===== src/rtl/nfc_reg_seq_pkg.sv =====
// Shared constants and types for the nfc register sequencer: nfc register
// offsets, the done-bit position, the FSM state encoding and the latched request.
package nfc_reg_seq_pkg;

    localparam logic [8:0] NFC_IF_CTRL0_OFFSET     = 9'h020;
    localparam logic [8:0] NFC_IF_STATUS_OFFSET    = 9'h021;
    localparam logic [8:0] NFC_ROW_ADDR0_OFFSET    = 9'h010;
    localparam logic [8:0] NFC_COLUMN_ADDR0_OFFSET = 9'h014;
    localparam logic [8:0] NFC_ADDR_CNT_OFFSET     = 9'h018;
    localparam logic [8:0] NFC_TIMING_CONFC_OFFSET = 9'h019;
    localparam logic [8:0] NFC_TRN_CNT0_OFFSET     = 9'h01a;

    localparam int NFC_STATUS_DONE_BIT = 0;

    // Write list runs from index 0 to 12; index 12 is the IF_CTRL0 kick.
    localparam logic [3:0] LAST_WR_IDX = 4'd12;

    typedef enum logic [2:0] {
        ST_IDLE,
        ST_WR,
        ST_GAP,
        ST_RD,
        ST_WAIT,
        ST_CHK,
        ST_POLLGAP,
        ST_DONE
    } seq_state_e;

    typedef struct packed {
        logic [31:0] row_addr;
        logic [31:0] col_addr;
        logic [7:0]  addr_cnt;
        logic [7:0]  timing;
        logic [15:0] trn_cnt;
        logic [7:0]  ctrl;
    } seq_cmd_t;

    function automatic logic [7:0] byte_sel(input logic [31:0] word, input logic [1:0] sel);
        return word[{sel, 3'b000} +: 8];
    endfunction

endpackage


===== src/rtl/nfc_reg_seq.sv =====
// Register sequencer in front of the nfc CPU register port: writes the full
// operation setup, kicks IF_CTRL0, then polls the status register for done.
module nfc_reg_seq
    import nfc_reg_seq_pkg::*;
#(
    parameter logic [8:0]  ROW_ADDR0_OFS = NFC_ROW_ADDR0_OFFSET,
    parameter logic [8:0]  COL_ADDR0_OFS = NFC_COLUMN_ADDR0_OFFSET,
    parameter logic [8:0]  ADDR_CNT_OFS  = NFC_ADDR_CNT_OFFSET,
    parameter logic [8:0]  TIMING_OFS    = NFC_TIMING_CONFC_OFFSET,
    parameter logic [8:0]  TRN_CNT0_OFS  = NFC_TRN_CNT0_OFFSET,
    parameter logic [8:0]  CTRL0_OFS     = NFC_IF_CTRL0_OFFSET,
    parameter logic [8:0]  STATUS_OFS    = NFC_IF_STATUS_OFFSET,
    parameter int          DONE_BIT      = NFC_STATUS_DONE_BIT,
    parameter int          RD_LAT        = 1,
    parameter int          POLL_GAP      = 8,
    parameter logic [15:0] POLL_MAX      = 16'd4096
) (
    input  logic        nfc_clk,
    input  logic        rstb_nfc,
    input  logic        seq_req,
    output logic        seq_ack,
    output logic        seq_busy,
    input  logic [31:0] seq_row_addr,
    input  logic [31:0] seq_col_addr,
    input  logic [7:0]  seq_addr_cnt,
    input  logic [7:0]  seq_timing,
    input  logic [15:0] seq_trn_cnt,
    input  logic [7:0]  seq_ctrl,
    output logic        seq_done,
    output logic        seq_timeout,
    output logic [8:0]  reg_addr,
    output logic        reg_rd,
    output logic        reg_wr,
    output logic [7:0]  reg_din,
    input  logic [7:0]  reg_dout
);

    localparam logic [2:0] DONE_IDX  = 3'(DONE_BIT);
    localparam logic [3:0] WAIT_LAST = 4'(RD_LAT - 2);
    localparam logic [3:0] GAP_LAST  = 4'(POLL_GAP - 1);

    seq_state_e  state_q, state_d;
    logic [3:0]  idx_q, idx_d;
    logic [3:0]  gap_q, gap_d;
    logic [15:0] poll_q, poll_d;
    logic        timeout_q, timeout_d;
    seq_cmd_t    cmd_q, cmd_d;

    logic [8:0]  wr_addr;
    logic [7:0]  wr_data;

    always_ff @(posedge nfc_clk or negedge rstb_nfc) begin
        if (!rstb_nfc) begin
            state_q   <= ST_IDLE;
            idx_q     <= '0;
            gap_q     <= '0;
            poll_q    <= '0;
            timeout_q <= 1'b0;
            cmd_q     <= '0;
        end else begin
            state_q   <= state_d;
            idx_q     <= idx_d;
            gap_q     <= gap_d;
            poll_q    <= poll_d;
            timeout_q <= timeout_d;
            cmd_q     <= cmd_d;
        end
    end

    // Write-list mux: register address and data for the current write index.
    always_comb begin
        wr_addr = '0;
        wr_data = '0;
        case (idx_q)
            4'd0, 4'd1, 4'd2, 4'd3: begin
                wr_addr = ROW_ADDR0_OFS + 9'(idx_q[1:0]);
                wr_data = byte_sel(cmd_q.row_addr, idx_q[1:0]);
            end
            4'd4, 4'd5, 4'd6, 4'd7: begin
                wr_addr = COL_ADDR0_OFS + 9'(idx_q[1:0]);
                wr_data = byte_sel(cmd_q.col_addr, idx_q[1:0]);
            end
            4'd8: begin
                wr_addr = ADDR_CNT_OFS;
                wr_data = cmd_q.addr_cnt;
            end
            4'd9: begin
                wr_addr = TIMING_OFS;
                wr_data = cmd_q.timing;
            end
            4'd10: begin
                wr_addr = TRN_CNT0_OFS;
                wr_data = cmd_q.trn_cnt[7:0];
            end
            4'd11: begin
                wr_addr = TRN_CNT0_OFS + 9'd1;
                wr_data = cmd_q.trn_cnt[15:8];
            end
            4'd12: begin
                wr_addr = CTRL0_OFS;
                wr_data = cmd_q.ctrl;
            end
            default: begin
                wr_addr = '0;
                wr_data = '0;
            end
        endcase
    end

    // The accept path is gated by reset so every output is quiet while reset is held.
    always_comb begin
        state_d     = state_q;
        idx_d       = idx_q;
        gap_d       = gap_q;
        poll_d      = poll_q;
        timeout_d   = timeout_q;
        cmd_d       = cmd_q;
        seq_ack     = 1'b0;
        seq_busy    = 1'b0;
        seq_done    = 1'b0;
        seq_timeout = 1'b0;
        reg_wr      = 1'b0;
        reg_rd      = 1'b0;
        reg_addr    = '0;
        reg_din     = '0;

        unique case (state_q)
            ST_IDLE: begin
                if (seq_req && rstb_nfc) begin
                    seq_ack  = 1'b1;
                    seq_busy = 1'b1;
                    cmd_d    = '{row_addr: seq_row_addr, col_addr: seq_col_addr,
                                 addr_cnt: seq_addr_cnt, timing: seq_timing,
                                 trn_cnt: seq_trn_cnt, ctrl: seq_ctrl};
                    idx_d    = '0;
                    state_d  = ST_WR;
                end
            end
            ST_WR: begin
                seq_busy = 1'b1;
                reg_wr   = 1'b1;
                reg_addr = wr_addr;
                reg_din  = wr_data;
                state_d  = ST_GAP;
            end
            ST_GAP: begin
                seq_busy = 1'b1;
                if (idx_q == LAST_WR_IDX) begin
                    poll_d  = '0;
                    state_d = ST_RD;
                end else begin
                    idx_d   = idx_q + 4'd1;
                    state_d = ST_WR;
                end
            end
            ST_RD: begin
                seq_busy = 1'b1;
                reg_rd   = 1'b1;
                reg_addr = STATUS_OFS;
                gap_d    = '0;
                state_d  = (RD_LAT > 1) ? ST_WAIT : ST_CHK;
            end
            ST_WAIT: begin
                seq_busy = 1'b1;
                if (gap_q == WAIT_LAST) begin
                    state_d = ST_CHK;
                end else begin
                    gap_d = gap_q + 4'd1;
                end
            end
            ST_CHK: begin
                seq_busy = 1'b1;
                if (reg_dout[DONE_IDX]) begin
                    timeout_d = 1'b0;
                    state_d   = ST_DONE;
                end else if (poll_q == POLL_MAX - 16'd1) begin
                    timeout_d = 1'b1;
                    state_d   = ST_DONE;
                end else begin
                    poll_d  = poll_q + 16'd1;
                    gap_d   = '0;
                    state_d = (POLL_GAP > 0) ? ST_POLLGAP : ST_RD;
                end
            end
            ST_POLLGAP: begin
                seq_busy = 1'b1;
                if (gap_q == GAP_LAST) begin
                    state_d = ST_RD;
                end else begin
                    gap_d = gap_q + 4'd1;
                end
            end
            ST_DONE: begin
                seq_done    = 1'b1;
                seq_timeout = timeout_q;
                state_d     = ST_IDLE;
            end
            default: begin
                state_d = ST_IDLE;
            end
        endcase
    end

endmodule


===== config.mk =====
export PLATFORM = sky130hd
export DESIGN_NAME = nfc_reg_seq
export DESIGN_NICKNAME = d
export VERILOG_FILES = /design/src/rtl/nfc_reg_seq_pkg.sv /design/src/rtl/nfc_reg_seq.sv
export SDC_FILE = /design/constraint.sdc
export NUM_CORES = 1
export LEC_CHECK = 0
export CELL_PAD_IN_SITES_DETAIL_PLACEMENT = 2
export CELL_PAD_IN_SITES_GLOBAL_PLACEMENT = 2
export CORE_MARGIN = 3
export CORE_UTILIZATION = 25
export CTS_CLUSTER_DIAMETER = 80
export DETAILED_ROUTE_END_ITERATION = 10
export PLACE_DENSITY_LB_ADDON = 0.1
export SYNTH_ARGS = -nofsm -noshare
export SYNTH_HDL_FRONTEND = slang
export SYNTH_SLANG_ARGS = --single-unit

===== constraint.sdc =====
create_clock -name nfc_clk -period 6.1 [get_ports nfc_clk]
set_clock_uncertainty 0.2 [all_clocks]
set_input_delay 1.22 -clock nfc_clk [delete_from_list [all_inputs] [get_ports nfc_clk]]
set_output_delay 1.22 -clock nfc_clk [all_outputs]
set_load 0.005 [all_outputs]

==> results by group <==
Routing
  • DRC errors left: 0
  • Routed vias/inst: 4.708
  • DRT iter0 DRCs: 177
  • DRT antenna net count: 0
  • Via count: 4501
  • Pre-Repair DR Iteration Count: 4
  • Wire per inst: 19.86 um
  • Routed Wire Length: 18.98 mm

Global routing
  • GRT Residual Overflow: 0
  • Gr usage total: 14.13%
  • Initial antenna violation count: 2
  • Largest net degree at the start of global routing: 74
  • Vias in the first global route: 5307
  • First-pass GRT wire length: 30.46 mm

Power and ir drop
  • Leakage: 3.445 nW
  • Overall power consumption: 3.905 mW
  • PwrDens: 456.6 nW/um2
  • Max VDD drop: 150.1 uV

Final layout
  • Fillcell total: 2609
  • Diode count: 0
  • Fraction of layout cells with a size suffix above 1: 26.27%
  • # nets final: 741
  • Multi-input gate area: 2908 um2
  • Register area: 3303 um2
  • Layout Cells excl Fill: 956
  • Area Overhead vs Synth: 34.18%

Floorplan
  • Initial Utilization: 25.83%
  • Die Ht: 165.7 um
  • Row cnt: 57
  • Total Die Area: 27450 um2
  • Number of top-level pins: 138
  • Core area: 24680 um2
  • Die width: 165.7 um

Timing
  • Final setup vio count: 0
  • Fmax: 0.1893 GHz
  • Crit share post-route: 86.60%
  • Slew headroom: 24.95%
  • Fin Setup TNS: 0 ns
  • Final Max Tran Viols: 0
  • Fin crit period: 5.283 ns
  • Endpoints failing hold: 0
  • Slew @ Worst Pin: 1.121 ns
  • RSZ-0062 raised after global routing: false

Logic synthesis
  • Compound-cell area share of the yosys netlist: 8.284%
  • Register area share after synthesis: 51.83%
  • Post-Syn Instances: 498
  • Main combinational cell family by area after synthesis: multiplexers
  • Ys flop type: dfrtp_1
  • Post-synth EDFFs: 0
  • Post-Synth Simple-Gate Area: 8.991%
  • Mapped Area: 6374 um2
  • Post-synthesis register bit count: 132
  • Synth async-reset ratio: 100.0%
  • Post-Synth Adder-Cell Area: 1.178%
  • Mux share of post-synthesis cell area: 24.87%
  • XOR/XNOR Fraction of Synth Area: 1.924%
  • Warning count from the yosys run: 0
  • Unique masters post-synth: 55
  • Synthesized area per cell: 12.80 um2

CTS
  • Clock Root Buffer: clkbuf_16
  • Cts bufs inserted: 17
  • Clk buf depth: 2
  • Cts repair resizes: 0
  • Worst-Skew Late Latency: 0.42 ns
  • Total clock sinks: 132
  • Post-CTS Setup Inserts: 0
  • H-tree levels: 4
  • Clk slew on worst S/H paths: 0.06 ns
  • Hold_buf cts: 0
  • TritonCTS clock tree: built

Worst setup path
  • Worst setup path class: register to primary output
  • Crit end category: primary output
  • CP startpoint kind: register
  • CP arrival: 3.86 ns
  • CP required: 4.68 ns
  • Critical Path Fanout Max: 13

Placed design
  • Dpl cells: 925
  • HPWL after DPL: 13.65 mm
  • GP Congestion: 0.7203
  • Port Buf Inserts: 127

Run
  • Max_cap viols: 0

Hold path
  • Min-delay worst type: register to register

Run status
  • Outcome: finished clean
==> critical path, cell delays in order (launching register included) <==
cell	delay, ns
dfrtp_1	0.51
inv_1	0.13
ha_1	0.40
or4_1	0.56
and2b_1	0.25
nand2_2	0.26
mux4_2	0.56
a211o_1	0.28
clkdlybuf4s50_1	0.49
==> cell type report <==
type,instances,area share [%]
timing repair buffer,133,15.41
tap,324,4.740
sequential,132,38.62
clock inverter,10,1.448
multi-input combinational,327,34.00
inverter,9,0.3950
clock buffer,21,5.384
==> cell usage after synthesis, drive strengths merged (3+ instances only) <==
library cell  count  area share (%)
mux2            107              19
and2              6            0.59
nor3              8            0.71
nor2             36             2.1
a22oi            16             1.9
and3              5            0.49
or4               3            0.35
buf              19             1.6
xnor2            11             1.5
a2111oi           3            0.41
inv               9            0.53
nand3             7            0.55
mux4             16             5.7
nand4             4            0.39
a22o              3            0.41
dfrtp           132              52
nand2            12            0.75
nor3b             4            0.65
xor2              3            0.41
nand2b            6            0.59
ha                6             1.2
a221o             6            0.94
a211o             3            0.41
clkbuf           13            0.77
nor2b             3            0.29
o21ai             4            0.37
o211ai            4            0.47
a21oi            24             1.9
==> power by group <==
part	internal (mW)	switching, mW
registers	1.27	0.287
logic	0.741	0.573
clock network	0.625	0.405
total	2.64	1.27
==> logic make-up (layout without fill, tap and decap cells) <==
| logic type | Yosys count | after routing |
|---|---|---|
| other cells | 1 | 3 |
| simple gates | 105 | 105 |
| fa+ha+maj | 6 | 6 |
| mux | 125 | 125 |
| xor+xnor | 14 | 14 |
| compound gates | 74 | 74 |
| buf+inv | 41 | 173 |
| flops | 132 | 132 |
==> cell usage in the layout (no fill, tap or decap), types with 4 or more instances in the layout <==
cell / instances
nand2b_1: 6
clkbuf_16: 17
clkdlybuf4s50_1: 126
nor2_1: 36
a21oi_1: 24
inv_1: 9
a221o_1: 6
mux2_2: 105
a22oi_1: 16
xnor2_1: 11
o211ai_1: 4
dfrtp_1: 132
nand4_1: 4
mux4_2: 16
buf_4: 6
nor3_1: 7
and2_1: 6
nand2_1: 11
nand3_1: 7
and3_1: 5
ha_1: 6
==> routing by layer <==
layer  track usage (%)  up-vias  part of all wire (%)
li1                  -     2075                     -
met1             17.70     2312                    44
met2             23.05       90                    49
met3             5.124       20                   6.1
met4             4.087        4                   1.2
met5                 0        -                  0.14
==> worst paths after layout <==
kind                              endpoint  slack [ns]      start  cells past startpoint
worst max-delay path            reg_din[6]        0.82   idx_q[1]                      8
worst min-delay path             cmd_q[81]        0.30  cmd_q[81]                      1
worst max register to register   poll_q[1]        2.87   idx_q[1]                      6
worst min register to register   cmd_q[81]        0.30  cmd_q[81]                      1
max in group asynchronous        cmd_q[47]        4.02   rstb_nfc                      2
min in group asynchronous        cmd_q[11]        0.44   rstb_nfc                      1
==> through the flow <==
stage | setup WS, ns | instance area [um2] | hold WS (ns) | utilization (%)
floorplan | 1.477 | 6381 | 0.2752 | -
global placement | 1.188 | 7968 | 0.2854 | 32.29
detailed placement | 1.197 | 7968 | 0.2943 | 32.29
CTS | 0.7196 | 8552 | 0.3081 | 34.66
global route | 0.6019 | 8552 | 0.3258 | 34.66
finish | 0.8171 | 8552 | 0.3030 | 34.66
==> sequential cells by signal, summed over array words and instances (netlist names) <==
name,cells
state_q,3
gap_q,4
timeout_q,1
cmd_q,104
poll_q,16
idx_q,4
Note: power is estimated with default switching activity, not from simulation.
